<file path="src/rtl/joy_db15_resp_pkg.sv">
// Shared types and constants for the DB15 joystick responder.
// The optional input filter is enabled with JOY_DB15_RESP_FILTER_EN.
package joy_db15_pkg;

   typedef enum logic [1:0] {
      IDLE   = 2'd0,
      LOADED = 2'd1,
      SHIFT  = 2'd2,
      DONE   = 2'd3
   } state_t;

   localparam int DB15_BITS_PER_PLAYER = 16;

   localparam int DB15_BIT_R = 0;
   localparam int DB15_BIT_L = 1;
   localparam int DB15_BIT_D = 2;
   localparam int DB15_BIT_U = 3;

   // One frame carries both players back to back.
   function automatic int db15_frame_len(input int nbits);
      return 2 * nbits;
   endfunction

   function automatic logic [DB15_BITS_PER_PLAYER-1:0] db15_dir_mask();
      logic [DB15_BITS_PER_PLAYER-1:0] m;
      m = '0;
      m[DB15_BIT_R] = 1'b1;
      m[DB15_BIT_L] = 1'b1;
      m[DB15_BIT_D] = 1'b1;
      m[DB15_BIT_U] = 1'b1;
      return m;
   endfunction

endpackage

</file>
<file path="src/rtl/joy_db15_resp_sync_edge.sv">
// Two-flop synchroniser plus edge detector for one asynchronous pin.
// With JOY_DB15_RESP_FILTER_EN the level must hold FILT_LEN samples before it is accepted.
module joy_sync_edge #(
   parameter int   FILT_LEN = 3,
   parameter logic RST_VAL  = 1'b1
) (
   input  logic clk,
   input  logic reset_n,
   input  logic i_async,
   output logic o_level,
   output logic o_rise,
   output logic o_fall
);

   logic r_meta;
   logic r_sync;
   logic r_level;
   logic w_level_nxt;

   always_ff @(posedge clk or negedge reset_n) begin
      if (!reset_n) begin
         r_meta <= RST_VAL;
         r_sync <= RST_VAL;
      end else begin
         r_meta <= i_async;
         r_sync <= r_meta;
      end
   end

`ifdef JOY_DB15_RESP_FILTER_EN
   // Window of the last FILT_LEN synchronised samples, newest in bit 0.
   logic [FILT_LEN-2:0] r_hist;
   logic [FILT_LEN-1:0] w_win;

   assign w_win = {r_hist, r_sync};

   always_comb begin
      w_level_nxt = r_level;
      if (&w_win) begin
         w_level_nxt = 1'b1;
      end else if (~|w_win) begin
         w_level_nxt = 1'b0;
      end
   end

   always_ff @(posedge clk or negedge reset_n) begin
      if (!reset_n) begin
         r_hist  <= {(FILT_LEN-1){RST_VAL}};
         r_level <= RST_VAL;
      end else begin
         r_hist  <= w_win[FILT_LEN-2:0];
         r_level <= w_level_nxt;
      end
   end
`else
   logic w_unused_filt;
   assign w_unused_filt = (FILT_LEN > 0);

   assign w_level_nxt = r_sync;

   always_ff @(posedge clk or negedge reset_n) begin
      if (!reset_n) begin
         r_level <= RST_VAL;
      end else begin
         r_level <= r_sync;
      end
   end
`endif

   // Edges compare the accepted level against the previous accepted level.
   assign o_level = w_level_nxt;
   assign o_rise  = w_level_nxt & ~r_level;
   assign o_fall  = ~w_level_nxt & r_level;

endmodule

</file>
<file path="src/rtl/joy_db15_resp.sv">
// Peripheral-side DB15 joystick responder: parallel load, serial shift-out, active-low data.
// Defining JOY_DB15_RESP_FILTER_EN adds a glitch filter on joy_clk and joy_load.
module joy_db15_resp
   import joy_db15_pkg::*;
#(
   parameter int NBITS    = DB15_BITS_PER_PLAYER,
   parameter int TIMEOUT  = 4096,
   parameter int FILT_LEN = 3
) (
   input  logic             clk,
   input  logic             reset_n,
   input  logic             joy_clk,
   input  logic             joy_load,
   input  logic [NBITS-1:0] joystick1,
   input  logic [NBITS-1:0] joystick2,
   output logic             joy_data,
   output logic             frame_done,
   output logic [7:0]       frame_count,
   output logic             timeout,
   output logic             busy,
   output state_t           o_dbg_state
);

   localparam int FRAME_LEN = db15_frame_len(NBITS);
   localparam int CNT_W     = $clog2(FRAME_LEN);
   localparam int WD_W      = $clog2(TIMEOUT + 1);

   localparam logic [CNT_W-1:0] LAST_BIT = CNT_W'(FRAME_LEN - 1);
   localparam logic [WD_W-1:0]  WD_LAST  = WD_W'(TIMEOUT - 1);

   logic w_clk_lvl;
   logic w_clk_rise;
   logic w_clk_fall;
   logic w_load_lvl;
   logic w_load_rise;
   logic w_load_fall;
   logic w_unused_edges;

   logic [FRAME_LEN-1:0] w_load_val;

   state_t               r_state;
   logic [FRAME_LEN-1:0] r_shift;
   logic [CNT_W-1:0]     r_bit_cnt;
   logic [WD_W-1:0]      r_wd;
   logic [7:0]           r_frame_count;
   logic                 r_frame_done;
   logic                 r_timeout;

   joy_sync_edge #(
      .FILT_LEN (FILT_LEN),
      .RST_VAL  (1'b0)
   ) u_sync_clk (
      .clk     (clk),
      .reset_n (reset_n),
      .i_async (joy_clk),
      .o_level (w_clk_lvl),
      .o_rise  (w_clk_rise),
      .o_fall  (w_clk_fall)
   );

   // Load idles high, so its synchroniser resets high to avoid a phantom load.
   joy_sync_edge #(
      .FILT_LEN (FILT_LEN),
      .RST_VAL  (1'b1)
   ) u_sync_load (
      .clk     (clk),
      .reset_n (reset_n),
      .i_async (joy_load),
      .o_level (w_load_lvl),
      .o_rise  (w_load_rise),
      .o_fall  (w_load_fall)
   );

   assign w_unused_edges = ^{w_clk_lvl, w_clk_fall, w_load_rise, w_load_fall};

   // Bit 0 leaves first, so player 1 bit 0 is the head of the stream.
   assign w_load_val = ~{joystick2, joystick1};

   always_ff @(posedge clk or negedge reset_n) begin
      if (!reset_n) begin
         r_state       <= IDLE;
         r_shift       <= '1;
         r_bit_cnt     <= '0;
         r_wd          <= '0;
         r_frame_count <= '0;
         r_frame_done  <= 1'b0;
         r_timeout     <= 1'b0;
      end else begin
         r_frame_done <= 1'b0;
         r_timeout    <= 1'b0;

         case (r_state)
            IDLE: begin
               if (!w_load_lvl) begin
                  r_shift   <= w_load_val;
                  r_bit_cnt <= '0;
                  r_wd      <= '0;
                  r_state   <= LOADED;
               end
            end

            LOADED: begin
               r_wd <= '0;
               if (!w_load_lvl) begin
                  r_shift   <= w_load_val;
                  r_bit_cnt <= '0;
               end else begin
                  r_state <= SHIFT;
               end
            end

            SHIFT: begin
               // A new load beats a coincident clock edge.
               if (!w_load_lvl) begin
                  r_shift   <= w_load_val;
                  r_bit_cnt <= '0;
                  r_wd      <= '0;
                  r_state   <= LOADED;
               end else if (w_clk_rise) begin
                  r_shift <= {1'b1, r_shift[FRAME_LEN-1:1]};
                  r_wd    <= '0;
                  if (r_bit_cnt == LAST_BIT) begin
                     r_frame_done  <= 1'b1;
                     r_frame_count <= r_frame_count + 8'd1;
                     r_state       <= DONE;
                  end else begin
                     r_bit_cnt <= r_bit_cnt + 1'b1;
                  end
               end else if (r_wd == WD_LAST) begin
                  r_timeout <= 1'b1;
                  r_shift   <= '1;
                  r_wd      <= '0;
                  r_state   <= IDLE;
               end else begin
                  r_wd <= r_wd + 1'b1;
               end
            end

            DONE: begin
               if (!w_load_lvl) begin
                  r_shift   <= w_load_val;
                  r_bit_cnt <= '0;
                  r_wd      <= '0;
                  r_state   <= LOADED;
               end
            end

            default: begin
               r_state <= IDLE;
               r_shift <= '1;
            end
         endcase
      end
   end

   // After a full frame the serial-in ones have filled the register, so data idles high.
   assign joy_data    = r_shift[0];
   assign frame_done  = r_frame_done;
   assign frame_count = r_frame_count;
   assign timeout     = r_timeout;
   assign busy        = (r_state == LOADED) || (r_state == SHIFT);
   assign o_dbg_state = r_state;

endmodule

</file>
<file path="config.mk">
export PLATFORM = sky130hd
export DESIGN_NAME = joy_db15_resp
export DESIGN_NICKNAME = d
export VERILOG_FILES = /design/src/rtl/joy_db15_resp_pkg.sv /design/src/rtl/joy_db15_resp_sync_edge.sv /design/src/rtl/joy_db15_resp.sv
export SDC_FILE = /design/constraint.sdc
export NUM_CORES = 1
export LEC_CHECK = 0
export BUFFER_PORTS_ARGS = -buffer_cell sky130_fd_sc_hd__buf_2
export CORE_MARGIN = 3
export CORE_UTILIZATION = 47
export DETAILED_ROUTE_END_ITERATION = 7
export PLACE_DENSITY = 0.74
export SLEW_MARGIN = 20
export SYNTH_ARGS = -nofsm -noshare
export SYNTH_HDL_FRONTEND = slang
export SYNTH_SLANG_ARGS = --single-unit
</file>
<file path="constraint.sdc">
create_clock -name clk -period 2.3 [get_ports clk]
set_input_delay 0.115 -clock clk [delete_from_list [all_inputs] [get_ports clk]]
set_output_delay 0.115 -clock clk [all_outputs]
set_load 0.1 [all_outputs]
</file>
==> results.json <==
{
  "outcome": "complete, no violations",
  "tns_ns": 0,
  "syn_area_per_cell_um2": 9.78,
  "instances_no_fill": 471,
  "rsz0062_at_grt": "no",
  "critPathSlowestCell": "nor4b_1",
  "rows": 29,
  "antenna_found_initial": 0,
  "path_class": "reg2reg",
  "via_per_inst": 5.59,
  "top_level_ports": 50,
  "dp_hpwl_um": 4650,
  "clk_path_buf_depth": 2,
  "end_kind": "flop",
  "grt_pass1_wl_um": 11800,
  "gp_congestion": 0.862,
  "cts_resized": 0,
  "timing.rr.start": "o_dbg_state[0]",
  "synth-edff-count": 0,
  "synthFlopType": "dfstp_2",
  "syn_inst": 333,
  "track_usage_pct": 19.2,
  "cp-startpoint": "o_dbg_state[0]",
  "arrival_ns": 2.28,
  "period_share_pct": 87.5,
  "worstHoldStart": "joystick2[9]",
  "fin_worst_skew_ns": 0.00975,
  "required_ns": 2.57,
  "mostFrequentLayoutCells": "nand2_1, buf_2, o21ai_0, dfstp_2",
  "crit_path_start_kind": "flop",
  "hold_viol_final": 0,
  "hold_class": "in2reg",
  "numCtsBuffers": 9,
  "first_pass_iters": 5,
  "synth_warnings": 0,
  "synth.yosys.seq_area_share_pct": 52.8,
  "grt_pass1_vias": 2559,
  "ys_seq_elements": 67,
  "ir_worst_vdd_uv": 933,
  "cts_sinks": 67,
  "placed_cells": 451,
  "drv_slew": 0,
  "overflow": 0,
  "path_cells": "inv_1 -> ha_1 -> nor4b_1 -> a221oi_4 -> buf_4 -> o22ai_1",
  "worstRegToRegCells": 6,
  "clk_pin_slew_ns": 0.08,
  "crit_path_max_incr_delay_ns": 0.53,
  "drc_errors": 0,
  "syn_to_final_growth_pct": 18.3,
  "cts_tree": "built",
  "num_antenna_cells": 0,
  "critPathMaxFanout": 32,
  "htree_levels": 3,
  "fin_nets": 431,
  "final_common_cell": "nand2_1",
  "dieArea_um2": 7970,
  "worst_slew_pin_slew_ns": 0.608,
  "layout_min_cycle_time_ns": 2.01,
  "coreArea_um2": 6530,
  "clk_latency_ns": 0.35,
  "r2r-end": "r_shift[1]",
  "finalSetupViolations": 0,
  "hold_depth": 4,
  "syn-num-nets": 375,
  "r2r_slack_ns": 0.29,
  "die_y_um": 89.3,
  "port_buffers": 49,
  "p_leak_nw": 1.74,
  "die_width_um": 89.3,
  "fmaxAchievable_mhz": 497,
  "powerDensity_nw_per_um2": 984,
  "vias": 2633,
  "synth.distinct_cells": 51,
  "grt_max_degree": 42,
  "initial_core_util_pct": 49.9,
  "drt_iter0_markers": 180,
  "drtAntennaViolNets": 0,
  "drive_gt1_share_pct": 32.2,
  "wl_um": 7040,
  "n_fill_cell": 538,
  "cts_setup_buffers": 0,
  "synth_area_um2": 3260,
  "async_flop_share_pct": 100,
  "hold_end": "r_shift[25]",
  "wl_per_cell_um": 14.9,
  "cts-root-buf": "clkbuf_8",
  "relSlewSlack_pct": 58.9,
  "max_cap_violations": 0
}
worst max-delay path: cells and delay by family, from the launching register on:
kind                       cells  cell delay (ns)
DFF                            1             0.48
AOI/OAI and AO/OA              2             0.35
and+or+nand+nor                1             0.53
buffers and inverters          2             0.35
adders and majority gates      1             0.22
power breakdown:
part	total, mW	switching, mW	internal, mW
combinational	1.21	0.839	0.367
clock	0.998	0.468	0.530
sequential	1.59	0.110	1.48
total	3.79	1.42	2.38
synth_stat cells (2+ instances only):
library cell | n | area [um^2]
nand3_1 | 8 | 40.0
buf_2 | 6 | 30.0
xor2_1 | 7 | 61.3
o22ai_1 | 31 | 194
nand3_2 | 2 | 20.0
nor2b_1 | 2 | 12.5
a32o_1 | 2 | 20.0
mux2i_1 | 2 | 20.0
nor2_1 | 17 | 63.8
o31ai_1 | 4 | 30.0
ha_1 | 6 | 75.1
dfrtp_1 | 33 | 826
o21ai_0 | 35 | 175
clkbuf_1 | 9 | 33.8
mux2_2 | 2 | 22.5
or3_1 | 2 | 12.5
and3_1 | 2 | 12.5
inv_1 | 6 | 22.5
dfstp_2 | 34 | 893
nor4_1 | 2 | 12.5
nand2_1 | 72 | 270
a21oi_1 | 3 | 15.0
xnor2_1 | 8 | 70.1
nand4b_1 | 2 | 17.5
nand4_1 | 8 | 50.1
buf_6 | 3 | 33.8
routing by layer:
metal | up-vias | share of wire (%) | GRT usage (%)
li1 | 1299 | - | -
met1 | 1231 | 47 | 26.7
met2 | 90 | 44 | 28.4
met3 | 13 | 7.0 | 5.99
met4 | 0 | 1.9 | 6.90
met5 | - | 0 | 0
logic make-up (layout without fill, tap and decap cells):
group / count (synthesis) / after routing / synth area share (%)
adder cells (fa/ha/maj): 6 / 6 / 2.30
buffers and inverters: 26 / 87 / 4.03
flip-flops: 67 / 67 / 52.8
AO/OA/AOI/OAI: 87 / 87 / 16.8
XOR/XNOR: 15 / 15 / 4.03
AND/OR/NAND/NOR: 128 / 128 / 18.7
multiplexers: 4 / 4 / 1.31
metrics by stage:
step | power (mW) | setup WS [ns] | hold slack, ns | utilization, % | instance area [um^2]
detailed placement | 2.80 | 0.307 | 0.162 | 55.3 | 3610
CTS | 3.82 | 0.261 | 0.00867 | 59.0 | 3850
floorplan | 2.51 | 0.0838 | -0.181 | - | 3270
global placement | 2.77 | 0.417 | 0.152 | 55.3 | 3610
global route | 4.01 | 0.152 | 0.00626 | 59.0 | 3850
finish | 3.79 | 0.288 | 0.0121 | 59.0 | 3850
flip-flops by register name, indices dropped and copies added, names as in the netlist, 2 cells and up:
signal	count
frame_count	8
o_dbg_state	2
r_bit_cnt	5
r_shift	32
r_wd	13
area by class of cell:
| type | instances | area, um^2 | area share, % |
|---|---|---|---|
| Clock inverter | 6 | 65.1 | 1.69 |
| Clock buffer | 10 | 138 | 3.57 |
| Inverter | 7 | 30.0 | 0.779 |
| Sequential cell | 67 | 1720 | 44.7 |
| Timing Repair Buffer | 64 | 380 | 9.87 |
| Multi-Input combinational cell | 240 | 1420 | 36.9 |
| Tap cell | 77 | 96.3 | 2.50 |
what timing repair did:
item	in CTS	in global routing
hold endpoints to repair	27	0
setup endpoints to repair	0	0
hold buffers	4	0
worst max-delay path by stage:
stage	end	slack, ns
2_1_floorplan	r_wd[7]	0.08
3_3_place_gp	r_shift[13]	0.42
3_5_place_dp	r_shift[8]	0.31
4_1_cts	r_shift[1]	0.26
5_1_grt	r_shift[1]	0.15
6_report	r_shift[1]	0.29
Power figures use the tool's default switching activity.
